[config.mk]
export PLATFORM = sky130hd
export DESIGN_NAME = serial_pair_loader_flat
export DESIGN_NICKNAME = d
export VERILOG_FILES = /design/src/rtl/serial_pair_loader_if.sv /design/src/rtl/serial_pair_loader.sv /design/src/flat_wrapper.sv
export SDC_FILE = /design/constraint.sdc
export NUM_CORES = 1
export LEC_CHECK = 0
export ABC_CLOCK_PERIOD_IN_PS = 2320
export CAP_MARGIN = 10
export CORE_AREA = 2 2 71 53
export DETAILED_ROUTE_END_ITERATION = 8
export DIE_AREA = 0 0 73 55
export GPL_ROUTABILITY_DRIVEN = 0
export GPL_TIMING_DRIVEN = 1
export PLACE_DENSITY = 0.74
export SETUP_SLACK_MARGIN = 0.15
export SLEW_MARGIN = 20
export SYNTH_ARGS = -nofsm -noshare
export SYNTH_HDL_FRONTEND = slang
export SYNTH_SLANG_ARGS = --single-unit
[constraint.sdc]
create_clock -name clk -period 2.32 [get_ports clk]
set_clock_uncertainty 0.2 [all_clocks]
set_input_delay 0.348 -clock clk [delete_from_list [all_inputs] [get_ports clk]]
set_output_delay 0.348 -clock clk [all_outputs]
set_load 0.1 [all_outputs]
[src/rtl/serial_pair_loader_if.sv]
// Operand-pair bus between the serial pin side and the comparator side of
// serial_pair_loader. The master modport is the feeder/consumer environment.
// The slave modport is the loader itself.
interface serial_pair_loader_if #(
  parameter int WIDTH = 8
);
  logic             start;
  logic             sin_a;
  logic             sin_b;
  logic             out_ready;
  logic [WIDTH-1:0] a_out;
  logic [WIDTH-1:0] b_out;
  logic             out_valid;
  logic             busy;
  logic             overrun;

  modport master (
    output start,
    output sin_a,
    output sin_b,
    output out_ready,
    input  a_out,
    input  b_out,
    input  out_valid,
    input  busy,
    input  overrun
  );

  modport slave (
    input  start,
    input  sin_a,
    input  sin_b,
    input  out_ready,
    output a_out,
    output b_out,
    output out_valid,
    output busy,
    output overrun
  );
endinterface

[src/rtl/serial_pair_loader.sv]
// serial_pair_loader: deserialises two serial streams into the operand pair
// for the equality comparator and holds the pair stable until it is consumed.
// A frame is a one-cycle start strobe followed by WIDTH data cycles. One more
// cycle then publishes the pair. The published pair persists after the
// handshake, so the comparator result stays stable between frames.
module serial_pair_loader #(
  parameter int WIDTH     = 8,
  parameter bit MSB_FIRST = 1'b1
) (
  input  logic                clk,
  input  logic                rst_n,
  serial_pair_loader_if.slave bus
);

  // The counter has one extra bit so that it can hold WIDTH without wrapping.
  localparam int CW = $clog2(WIDTH) + 1;

  localparam logic [1:0] ST_IDLE  = 2'd0;
  localparam logic [1:0] ST_SHIFT = 2'd1;
  localparam logic [1:0] ST_HOLD  = 2'd2;

  localparam logic [CW-1:0] CNT_ZERO = {CW{1'b0}};
  localparam logic [CW-1:0] CNT_ONE  = {{(CW-1){1'b0}}, 1'b1};
  localparam logic [CW-1:0] CNT_FULL = CW'(WIDTH);

  // Registered state.
  logic [1:0]       state_r;
  logic [CW-1:0]    cnt_r;
  logic [WIDTH-1:0] sh_a_r;
  logic [WIDTH-1:0] sh_b_r;
  logic [WIDTH-1:0] a_r;
  logic [WIDTH-1:0] b_r;
  logic             valid_r;
  logic             busy_r;
  logic             overrun_r;

  // Next-state values.
  logic [1:0]       state_s;
  logic [CW-1:0]    cnt_s;
  logic [WIDTH-1:0] sh_a_s;
  logic [WIDTH-1:0] sh_b_s;
  logic [WIDTH-1:0] a_s;
  logic [WIDTH-1:0] b_s;
  logic             valid_s;
  logic             busy_s;
  logic             overrun_s;

  // Shift one serial bit into an operand in the configured bit order.
  // MSB-first shifts left, so the first bit ends up in the top position.
  // LSB-first shifts right, so the first bit ends up in bit 0.
  function automatic logic [WIDTH-1:0] shift_in(
    input logic [WIDTH-1:0] cur,
    input logic             bit_in
  );
    logic [WIDTH-1:0] res;
    if (MSB_FIRST) begin
      res = {cur[WIDTH-2:0], bit_in};
    end else begin
      res = {bit_in, cur[WIDTH-1:1]};
    end
    return res;
  endfunction

  // Frame sequencing: next state, sampling, publication and overrun detection.
  always_comb begin
    state_s   = state_r;
    cnt_s     = cnt_r;
    sh_a_s    = sh_a_r;
    sh_b_s    = sh_b_r;
    a_s       = a_r;
    b_s       = b_r;
    valid_s   = valid_r;
    overrun_s = overrun_r;

    case (state_r)
      ST_IDLE: begin
        if (bus.start) begin
          state_s = ST_SHIFT;
          cnt_s   = CNT_ZERO;
        end else begin
          state_s = ST_IDLE;
        end
      end

      ST_SHIFT: begin
        // start is deliberately not looked at here.
        if (cnt_r == CNT_FULL) begin
          // All WIDTH bits are in, so publish the pair.
          a_s     = sh_a_r;
          b_s     = sh_b_r;
          valid_s = 1'b1;
          cnt_s   = CNT_ZERO;
          state_s = ST_HOLD;
        end else begin
          sh_a_s  = shift_in(sh_a_r, bus.sin_a);
          sh_b_s  = shift_in(sh_b_r, bus.sin_b);
          cnt_s   = cnt_r + CNT_ONE;
          state_s = ST_SHIFT;
        end
      end

      ST_HOLD: begin
        if (valid_r && bus.out_ready) begin
          // Transfer completes. A start in the same cycle chains straight
          // into a new frame and is not an overrun.
          valid_s = 1'b0;
          cnt_s   = CNT_ZERO;
          if (bus.start) begin
            state_s = ST_SHIFT;
          end else begin
            state_s = ST_IDLE;
          end
        end else begin
          // The pair is still unconsumed. A start now is dropped and flagged.
          state_s = ST_HOLD;
          if (bus.start) begin
            overrun_s = 1'b1;
          end else begin
            overrun_s = overrun_r;
          end
        end
      end

      default: begin
        // Unreachable encoding: recover to a clean idle without a pair.
        state_s = ST_IDLE;
        cnt_s   = CNT_ZERO;
        valid_s = 1'b0;
      end
    endcase

    busy_s = (state_s == ST_SHIFT);
  end

  // State and output registers. Async reset drops any partial frame at once.
  always_ff @(posedge clk or negedge rst_n) begin
    if (!rst_n) begin
      state_r   <= ST_IDLE;
      cnt_r     <= CNT_ZERO;
      sh_a_r    <= {WIDTH{1'b0}};
      sh_b_r    <= {WIDTH{1'b0}};
      a_r       <= {WIDTH{1'b0}};
      b_r       <= {WIDTH{1'b0}};
      valid_r   <= 1'b0;
      busy_r    <= 1'b0;
      overrun_r <= 1'b0;
    end else begin
      state_r   <= state_s;
      cnt_r     <= cnt_s;
      sh_a_r    <= sh_a_s;
      sh_b_r    <= sh_b_s;
      a_r       <= a_s;
      b_r       <= b_s;
      valid_r   <= valid_s;
      busy_r    <= busy_s;
      overrun_r <= overrun_s;
    end
  end

  assign bus.a_out     = a_r;
  assign bus.b_out     = b_r;
  assign bus.out_valid = valid_r;
  assign bus.busy      = busy_r;
  assign bus.overrun   = overrun_r;

endmodule

[src/flat_wrapper.sv]
// flat-port wrapper written by rule: the top's interface ports become plain ports
module serial_pair_loader_flat 
#(
  parameter int WIDTH     = 8,
  parameter bit MSB_FIRST = 1'b1
)
  (clk, rst_n, bus_start, bus_sin_a, bus_sin_b, bus_out_ready, bus_a_out, bus_b_out, bus_out_valid, bus_busy, bus_overrun);
  serial_pair_loader_if #(.WIDTH(WIDTH)) bus_i ();
  input  logic clk;
  input  logic rst_n;
  input wire logic [$bits(bus_i.start)-1:0] bus_start;
  input wire logic [$bits(bus_i.sin_a)-1:0] bus_sin_a;
  input wire logic [$bits(bus_i.sin_b)-1:0] bus_sin_b;
  input wire logic [$bits(bus_i.out_ready)-1:0] bus_out_ready;
  output wire logic [$bits(bus_i.a_out)-1:0] bus_a_out;
  output wire logic [$bits(bus_i.b_out)-1:0] bus_b_out;
  output wire logic [$bits(bus_i.out_valid)-1:0] bus_out_valid;
  output wire logic [$bits(bus_i.busy)-1:0] bus_busy;
  output wire logic [$bits(bus_i.overrun)-1:0] bus_overrun;
  assign bus_i.start = bus_start;
  assign bus_i.sin_a = bus_sin_a;
  assign bus_i.sin_b = bus_sin_b;
  assign bus_i.out_ready = bus_out_ready;
  assign bus_a_out = bus_i.a_out;
  assign bus_b_out = bus_i.b_out;
  assign bus_out_valid = bus_i.out_valid;
  assign bus_busy = bus_i.busy;
  assign bus_overrun = bus_i.overrun;
  serial_pair_loader #(.WIDTH(WIDTH), .MSB_FIRST(MSB_FIRST)) u_core (.clk(clk), .rst_n(rst_n), .bus(bus_i));
endmodule
==> results of run 1 <==
worst max-delay path by stage:
stage | endpoint | slack (ps) | cells past startpoint
finish | u_core.bus.b_out[3]$_DFFE_PN0P_ | 310 | 6
global route | u_core.bus.b_out[2]$_DFFE_PN0P_ | 210 | 6
CTS | u_core.bus.b_out[2]$_DFFE_PN0P_ | 280 | 6
detailed placement | u_core.bus.b_out[2]$_DFFE_PN0P_ | 340 | 6
global placement | u_core.bus.a_out[5]$_DFFE_PN0P_ | 430 | 6
floorplan | u_core.cnt_r[2]$_DFFE_PN0P_ | 420 | 3
state kept, by name, indices dropped and copies added, names as in the netlist:
register,flops
u_core.bus.a_out,8
u_core.sh_b_r,8
u_core.cnt_r,4
u_core.bus.busy,1
u_core.sh_a_r,8
u_core.bus.b_out,8
u_core.bus.overrun,1
u_core.state_r,2
u_core.bus.out_valid,1
routing by layer:
metal | GRT usage | vias up | part of all wire
met2 | 0.266 | 27 | 0.46
met3 | 0.0725 | 0 | 0.054
met4 | 0.0463 | 0 | 0
met5 | 0 | - | 0
li1 | - | 445 | -
met1 | 0.211 | 474 | 0.48
per-stage QoR:
step / cell area, µm² / setup slack, ps
final: 1960 / 305
after global routing: 1960 / 210
after CTS: 1960 / 281
after detailed placement: 1870 / 338
after global placement: 1870 / 430
after floorplan: 1640 / 424
worst register-to-register path: cells and delay by family (launching register included):
family        cells  cell delay (ps)
fa+ha+maj         1              200
buf+inv           2              380
flops             1              400
mux               1              380
simple gates      2              330
synth_stat cells (2+ instances only):
master / number / area share
buf_6: 2 / 0.014
a31oi_1: 2 / 0.0076
mux2_1: 8 / 0.055
nand2b_1: 2 / 0.0076
o21ai_0: 5 / 0.015
ha_1: 2 / 0.015
nand2_1: 3 / 0.0069
mux2_2: 24 / 0.16
nand3_1: 2 / 0.0061
o21bai_1: 2 / 0.0091
dfrtp_1: 41 / 0.62
inv_1: 2 / 0.0046
kinds of logic (layout without fill, tap and decap cells):
family,Yosys count,count (layout),synth area share
mux,32,32,0.219
flops,41,41,0.625
buf+inv,5,38,0.0229
simple gates,16,16,0.0708
xor+xnor,1,1,0.00533
compound gates,11,11,0.0419
fa+ha+maj,2,2,0.0152
area by class of cell:
class	instances	area, µm²
clock buffers	8	80.1
fillers	270	1390
inverters	2	7.51
multi-input cells	62	579
flip-flops and latches	41	1030
well taps	40	50.0
repair buffers	28	220
timing repair:
action                                 in CTS  in global routing
resized for setup                           0                  0
endpoints found under the hold margin      25                  0
setup endpoints to repair                   0                  0
hold buffers                                1                  0
==> impl_summary.txt, run 1 <==
----------------------------------------------------
[Outcome]
  Outcome ... finished clean

[Min path]
  Hold Path Class ... reg -> reg
  Worst hold path depth ... 1
  Start point of the worst min-delay path ... u_core.bus.a_out[0]$_DFFE_PN0P_
  Hold worst-path end ... u_core.bus.a_out[0]$_DFFE_PN0P_

[Synthesis]
  Synthesized area ... 1640 µm²
  Fraction of registers with async set/reset ... 1.00
  Flop and latch count out of synthesis ... 41
  Synth Net Count ... 116
  Count of flip-flops with a built-in enable after synthesis ... 0
  Sequential-to-total area share from yosys stat ... 0.625
  Number of cells produced by synthesis ... 108
  Synth Area per Inst ... 15.2 µm²
  Count of yosys warnings during synthesis ... 0
  Top FF cell, synth ... dfrtp_1
  Synth unique cells ... 25

[Clocking]
  Total number of H-tree levels ... 2
  Clock latency on the worst-skew pair ... 290 ps
  Clock sink count ... 41
  Root Buffer ... clkbuf_8
  Clock tree from TritonCTS ... yes
  Setup repair bufs after CTS ... 0
  Post-CTS clock slew at the launch and capture registers of the worst setup and hold paths ... 80 ps
  Number of clock buffers inserted by TritonCTS ... 5
  Clock Path Buffers ... 2

[Finish]
  Leading cell type in the layout, fill and taps excluded ... dfrtp_1
  Commonest cells after routing, fill and taps aside ... 41 x dfrtp_1, 24 x mux2_2, 22 x buf_4
  Fin cells ... 181
  Area added between synthesis and finish ... 19.5%
  Final cell utilization of the core ... 0.585
  Number of diodes ... 0
  Net count of the finished layout ... 148
  Share of cells above drive strength 1 ... 0.397

[Detailed routing]
  Per-cell via count in the routed design ... 5.23
  Routed length per placed instance ... 15.7 µm
  Routed WL ... 2850 µm
  Detailed-routing iteration count for the pre-antenna-repair pass ... 4
  DRC errors left ... 0
  Number of vias in the routed layout ... 946
  Final antenna-violating net count ... 0
  Starting DRT DRC Count ... 90

[Critical path]
  Launch point of the worst path ... u_core.cnt_r[0]$_DFFE_PN0P_
  R2r endpoint ... u_core.bus.b_out[3]$_DFFE_PN0P_
  Launching element type of the critical path ... register
  CP peak stage delay ... 400 ps
  Master of the slowest instance on the critical path ... dfrtp_1
  Crit path DAT ... 1980 ps
  Worst setup path class ... reg -> reg
  Worst-case register-to-register setup slack ... 310 ps
  Number of buffers and inverters on the critical path ... 2
  Critical path fanouts, max ... 18
  Cell Chain, Critical Path ... inv_1 -> ha_1 -> nand3b_4 -> nor3b_2 -> buf_4 -> mux2_2
  Launch point of the worst reg-to-reg path ... u_core.cnt_r[0]$_DFFE_PN0P_
  Cell type group with the largest total delay on the critical path ... flip-flops
  Crit path capture type ... register
  CP required ... 2290 ps
  Depth of the worst register-to-register path ... 6

[Global route]
  Pin count of the biggest net entering global routing ... 28
  Wire length of the first global-routing pass ... 4730 µm
  Remaining Overflow, GRT ... 0
  Vias in the first global route ... 948
  GRT Resource Usage Total ... 0.167
  Initial antenna violation count ... 0

[Timing]
  Worst Hold Margin ... 292 ps
  Transition at the pin with the smallest max-transition slack ... 597 ps
  Pins over their slew limit ... 0
  Total count of hold-check failures in the final report ... 0
  Post-route minimum period ... 2010 ps
  Setup-violating endpoint count in the final report ... 0
  Setup repair after global routing missed its margin ... false
  Final TNS setup ... 0 ps
  Highest achievable clock rate ... 496 MHz
  Slew HR ... 0.602
  Post-route fraction of the period consumed by the critical path ... 0.869

[Floorplan]
  Die area ... 4020 µm²
  Height of the die ... 55 µm
  Row cnt ... 18
  Die W ... 73 µm
  I/O Pins ... 25
  Core ar. ... 3360 µm²
  Starting density of the core ... 0.490

[Placement]
  Cell total after placement ... 172
  Number of port buffers ... 24
  Detailed placement HPWL ... 1980 µm

[Flow run]
  Max-capacitance violation count ... 0

----------------------------------------------------
Power of run 1 is left out: the tool's default activity adds up to more than one toggle a clock period on the data nets, which glitch-free logic cannot reach.
==> run 2: changes to the inputs <==
- CORE_AREA: 2 2 71 53 -> 2 2 89 65
- DIE_AREA: 0 0 73 55 -> 0 0 91 67
- PLACE_DENSITY: 0.74 -> 0.51
- REMOVE_ABC_BUFFERS: default -> 1
==> run 2 against run 1 <==
Setup slack improved by 57 ps. Global-route usage decreased by 6.9 points. Sequential share of layout area decreased by 2.0 points. Via count decreased by 0.63%. Critical path depth unchanged. Highest routed layer is now met4.
==> impl_summary.txt, run 2 (synthesized netlist as in run 1, its figures left out) <==
----------------------------------------------------
[Clocking]
  Post-CTS clock slew at the launch and capture registers of the worst setup and hold paths ... 70 ps (about the same)
  Clock sink count ... 41 (unchanged)
  CTS hold repair buffers ... 1 (unchanged)
  Clock latency on the worst-skew pair ... 280 ps (about the same)
  Setup repair bufs after CTS ... 0 (unchanged)
  Total number of H-tree levels ... 2 (unchanged)
  Clock Path Buffers ... 2 (unchanged)
  Number of clock buffers inserted by TritonCTS ... 5 (unchanged)
  Clock tree from TritonCTS ... yes
  Root Buffer ... clkbuf_8
  Post-CTS resize count ... 0 (unchanged)

[Critical path]
  Cell type group with the largest total delay on the critical path ... flip-flops
  CP required ... 2290 ps (about the same)
  Total stage count of the critical path ... 6 (unchanged)
  Crit path capture type ... register
  Number of buffers and inverters on the critical path ... 2 (unchanged)
  Worst-case register-to-register setup slack ... 360 ps (+60 ps)
  R2r endpoint ... u_core.bus.a_out[6]$_DFFE_PN0P_
  Crit path DAT ... 1930 ps (-50 ps)
  Depth of the worst register-to-register path ... 6 (unchanged)
  Launch point of the worst reg-to-reg path ... u_core.cnt_r[0]$_DFFE_PN0P_
  Launching element type of the critical path ... register
  Cell Chain, Critical Path ... inv_1 -> ha_1 -> nand3b_4 -> nor3b_2 -> buf_4 -> mux2_2
  Master of the slowest instance on the critical path ... dfrtp_1
  CP peak stage delay ... 400 ps (about the same)
  Critical path fanouts, max ... 18 (unchanged)
  Worst setup path class ... reg -> reg

[Floorplan]
  I/O Pins ... 25 (unchanged)
  Row cnt ... 22 (+4)
  Die W ... 91 µm (+25%)
  Die area ... 6100 µm² (+52%)
  Starting density of the core ... 0.317 (-0.172)
  Core ar. ... 5170 µm² (+54%)
  Height of the die ... 67 µm (+22%)

[Timing]
  Setup repair after global routing missed its margin ... false
  Setup slack of the critical path after layout ... 362 ps (+56.7 ps)
  Slew HR ... 0.591 (-0.0109)
  Pins over their slew limit ... 0 (unchanged)
  Post-route fraction of the period consumed by the critical path ... 0.844 (-0.0244)
  Setup-violating endpoint count in the final report ... 0 (unchanged)
  Highest achievable clock rate ... 511 MHz (+2.9%)
  Total count of hold-check failures in the final report ... 0 (unchanged)
  Final TNS setup ... 0 ps (unchanged)
  Post-route minimum period ... 1960 ps (-56.7 ps)
  Transition at the pin with the smallest max-transition slack ... 613 ps (+16.3 ps)

[Finish]
  Area used by sequential logic in the layout ... 1030 µm² (unchanged)
  Number of diodes ... 0 (unchanged)
  Multi-input logic area ... 579 µm² (unchanged)
  Share of cells above drive strength 1 ... 0.411 (+0.0142)
  Commonest cells after routing, fill and taps aside ... 41 x dfrtp_1, 24 x mux2_2, 22 x buf_4
  Fillers ... 517 (+91%)
  Net count of the finished layout ... 148 (unchanged)
  Leading cell type in the layout, fill and taps excluded ... dfrtp_1
  Area added between synthesis and finish ... 24.1%

[Detailed routing]
  DRC errors left ... 0 (unchanged)
  Detailed-routing iteration count for the pre-antenna-repair pass ... 4 (unchanged)
  Routed WL ... 2670 µm (-6.4%)
  Routed length per placed instance ... 12.5 µm (-20%)
  Final antenna-violating net count ... 0 (unchanged)
  Per-cell via count in the routed design ... 4.41 (-16%)
  Number of vias in the routed layout ... 940 (-0.63%)
  Starting DRT DRC Count ... 4 (-96%)

[Placement]
  Number of port buffers ... 24 (unchanged)
  Pre-CTS setup slack ... 351 ps (+13.0 ps)
  Detailed placement HPWL ... 1880 µm (-5.2%)

[Outcome]
  Outcome ... finished clean

[Global route]
  GRT Resource Usage Total ... 0.0981 (-0.0689)
  Initial antenna violation count ... 0 (unchanged)
  Pin count of the biggest net entering global routing ... 29 (+3.6%)
  Remaining Overflow, GRT ... 0 (unchanged)
  Vias in the first global route ... 987 (+4.1%)
  Wire length of the first global-routing pass ... 4490 µm (-5.1%)

[Min path]
  Hold Path Class ... reg -> reg
  Hold worst-path end ... u_core.bus.overrun$_DFFE_PN0P_
  Start point of the worst min-delay path ... u_core.bus.overrun$_DFFE_PN0P_
  Worst hold path depth ... 1 (unchanged)

[Flow run]
  Max-capacitance violation count ... 0 (unchanged)

----------------------------------------------------
run 2: cell count changes in the layout (fill, tap and decap cells not counted):
cell       before  now
clkbuf_8        5    6
clkbuf_1        3    1
bufinv_16       0    1
run 2: final cells by class:
cell class | count | share of cell area
inverters | 2 | 0.00368
multi-input cells | 62 | 0.284
repair buffers | 28 | 0.108
clock inverters | 1 | 0.0147
flip-flops and latches | 41 | 0.503
well taps | 72 | 0.0442
clock buffers | 7 | 0.0423
run 2: metrics by stage:
stage | hold slack [ps] | instances | utilization | instance area (µm²)
after CTS | 286 | 213 | 0.394 | 2040
after floorplan | -148 | 105 | - | 1610
after global routing | 318 | 213 | 0.394 | 2040
after global placement | 194 | 204 | 0.370 | 1910
after detailed placement | 202 | 204 | 0.370 | 1910
final | 278 | 213 | 0.394 | 2040
run 2: worst max-delay path by stage:
stage,from,endpoint
after CTS,u_core.cnt_r[0]$_DFFE_PN0P_,u_core.bus.a_out[6]$_DFFE_PN0P_
after global routing,u_core.cnt_r[0]$_DFFE_PN0P_,u_core.bus.b_out[6]$_DFFE_PN0P_
after floorplan,u_core.cnt_r[0]$_DFFE_PN0P_,u_core.bus.a_out[3]$_DFFE_PN0P_
final,u_core.cnt_r[0]$_DFFE_PN0P_,u_core.bus.a_out[6]$_DFFE_PN0P_
after global placement,u_core.cnt_r[0]$_DFFE_PN0P_,u_core.bus.a_out[3]$_DFFE_PN0P_
after detailed placement,u_core.cnt_r[0]$_DFFE_PN0P_,u_core.bus.a_out[6]$_DFFE_PN0P_
run 2: metal layers:
metal | vias to the layer above | part of all wire | track usage
met4 | 0 | 0.013 | 0.0549
met2 | 20 | 0.47 | 0.159
li1 | 443 | - | -
met5 | - | 0 | 0
met3 | 5 | 0.044 | 0.0351
met1 | 472 | 0.47 | 0.115
Power of run 2 is left out for the same reason.
==> run 3: changes to the inputs <==
- ABC_CLOCK_PERIOD_IN_PS: 2320 -> 1820
- clock period: 2.32 -> 1.82 ns (I/O delays scaled with it)
==> run 3 against run 2 <==
The flow now finishes with violations (negative setup slack). Critical endpoint is now u_core.bus.a_out[0]$_DFFE_PN0P_. Fmax up 7.4%. Final cell count up 5.2%. Die area unchanged. Cell area up 24%. First-iteration DRC count rose to 3.3 times the previous value. Register-to-register slack worse by 370 ps. Core utilization up 9.4 points. Critical path depth unchanged.
==> impl_summary.txt, run 3 (synthesized netlist as in run 1, its figures left out) <==
----------------------------------------------------
[Finish]
  Commonest cells after routing, fill and taps aside ... 41 x dfrtp_1, 25 x mux2_4, 20 x buf_12
  Area added between synthesis and finish ... 53.6%
  Leading cell type in the layout, fill and taps excluded ... dfrtp_1
  Fin cells ... 224 (+5.2%)
  Number of diodes ... 0 (unchanged)
  Final cell utilization of the core ... 0.488 (+0.0936)
  Net count of the finished layout ... 159 (+7.4%)
  Share of cells above drive strength 1 ... 0.526 (+0.115)

[Timing]
  Setup repair after global routing missed its margin ... true
  Pins over their slew limit ... 0 (unchanged)
  Transition at the pin with the smallest max-transition slack ... 431 ps (-182 ps)
  Highest achievable clock rate ... 548 MHz (+7.4%)
  Total count of hold-check failures in the final report ... 0 (unchanged)
  Setup-violating endpoint count in the final report ... 4 (+4)
  Post-route fraction of the period consumed by the critical path ... 1.00 (+0.158)
  Final TNS setup ... -7.81 ps (-7.81 ps)
  Setup slack of the critical path after layout ... -3.43 ps (-365 ps)
  Slew HR ... 0.713 (+0.121)
  Post-route minimum period ... 1820 ps (-135 ps)

[Floorplan]
  Starting density of the core ... 0.317 (unchanged)
  Core ar. ... 5170 µm² (unchanged)
  I/O Pins ... 25 (unchanged)
  Die area ... 6100 µm² (unchanged)
  Row cnt ... 22 (unchanged)
  Die W ... 91 µm (unchanged)
  Height of the die ... 67 µm (unchanged)

[Detailed routing]
  Per-cell via count in the routed design ... 4.46 (+0.96%)
  Detailed-routing iteration count for the pre-antenna-repair pass ... 3 (-1)
  Routed length per placed instance ... 14.7 µm (+17%)
  DRC errors left ... 0 (unchanged)
  Number of vias in the routed layout ... 998 (+6.2%)
  Routed WL ... 3280 µm (+23%)
  Final antenna-violating net count ... 0 (unchanged)
  Starting DRT DRC Count ... 13 (+9)

[Critical path]
  Crit path DAT ... 1790 ps (-140 ps)
  Worst setup path class ... reg -> reg
  R2r endpoint ... u_core.bus.a_out[0]$_DFFE_PN0P_
  Launch point of the worst path ... u_core.cnt_r[1]$_DFFE_PN0P_
  CP required ... 1790 ps (-500 ps)
  Depth of the worst register-to-register path ... 6 (unchanged)
  Critical path fanouts, max ... 6 (-12)
  Crit path capture type ... register
  Launch point of the worst reg-to-reg path ... u_core.cnt_r[1]$_DFFE_PN0P_
  Worst-case register-to-register setup slack ... -3 ps (-370 ps)
  Last element of the critical path ... u_core.bus.a_out[0]$_DFFE_PN0P_
  Launching element type of the critical path ... register

[Placement]
  Pre-CTS setup slack ... -29.0 ps (-380 ps)
  Detailed placement HPWL ... 2000 µm (+6.5%)
  Cell total after placement ... 210 (+2.9%)
  Number of port buffers ... 24 (unchanged)

[Clocking]
  Number of clock buffers inserted by TritonCTS ... 5 (unchanged)
  Clock tree from TritonCTS ... yes
  Clock latency on the worst-skew pair ... 280 ps (about the same)
  Root Buffer ... clkbuf_8
  Post-CTS clock slew at the launch and capture registers of the worst setup and hold paths ... 70 ps (about the same)
  Total number of H-tree levels ... 2 (unchanged)
  Clock Path Buffers ... 2 (unchanged)
  Clock sink count ... 41 (unchanged)

[Global route]
  Wire length of the first global-routing pass ... 5240 µm (+17%)
  Vias in the first global route ... 1,068 (+8.2%)
  Remaining Overflow, GRT ... 0 (unchanged)
  GRT Resource Usage Total ... 0.114 (+0.0158)
  Initial antenna violation count ... 0 (unchanged)
  Pin count of the biggest net entering global routing ... 20 (-31%)

[Outcome]
  Violations in the final reports ... negative setup slack
  Outcome ... finished, violations left

[Min path]
  Hold Path Class ... in -> async

[Flow run]
  Max-capacitance violation count ... 0 (unchanged)

----------------------------------------------------
[run 3: through the flow]
step / hold WS, ps / instance area [µm²]
after floorplan: -223 / 1610
after global placement: 32.6 / 2200
after detailed placement: 47.7 / 2200
after CTS: 270 / 2420
after global routing: 297 / 2520
final: 258 / 2520
[run 3: timing repair]
action | CTS | global route
pin swaps | 3 | 0
endpoints found under the hold margin | 17 | 0
hold buffers | 1 | 0
gates cloned | 2 | 1
endpoints found under the setup margin | 35 | 34
buffers inserted | 1 | 1
gates resized for setup | 22 | 22
[run 3: layer usage]
| layer | routed length, µm | vias to the layer above | GRT usage |
|---|---|---|---|
| li1 | - | 467 | - |
| met3 | 129 | 4 | 0.0430 |
| met5 | 0 | - | 0 |
| met2 | 1460 | 18 | 0.169 |
| met4 | 21 | 0 | 0.0473 |
| met1 | 1670 | 509 | 0.150 |
[run 3: worst min path at each step]
stage	endpoint
2_1_floorplan	u_core.bus.a_out[0]$_DFFE_PN0P_
3_3_place_gp	u_core.sh_a_r[0]$_DFFE_PN0P_
3_5_place_dp	u_core.sh_a_r[0]$_DFFE_PN0P_
4_1_cts	u_core.sh_a_r[0]$_DFFE_PN0P_
5_1_grt	u_core.bus.a_out[0]$_DFFE_PN0P_
6_report	u_core.sh_a_r[0]$_DFFE_PN0P_
[run 3: cell type report]
class | instances | area [µm²]
Fill cell | 468 | 2650
Sequential cell | 41 | 1030
Multi-Input combinational cell | 64 | 742
Timing Repair Buffer | 37 | 557
Clock buffer | 7 | 96.3
Tap cell | 72 | 90.1
Inverter | 2 | 7.51
Clock inverter | 1 | 5.00
[run 3: worst max-delay path, stage by stage (launching register included)]
cell	delay, ps
dfrtp_1	400
inv_2	90
ha_4	140
nand3b_4	80
nor3b_4	280
buf_6	190
mux2_1	330
Power of run 3 is left out for the same reason.
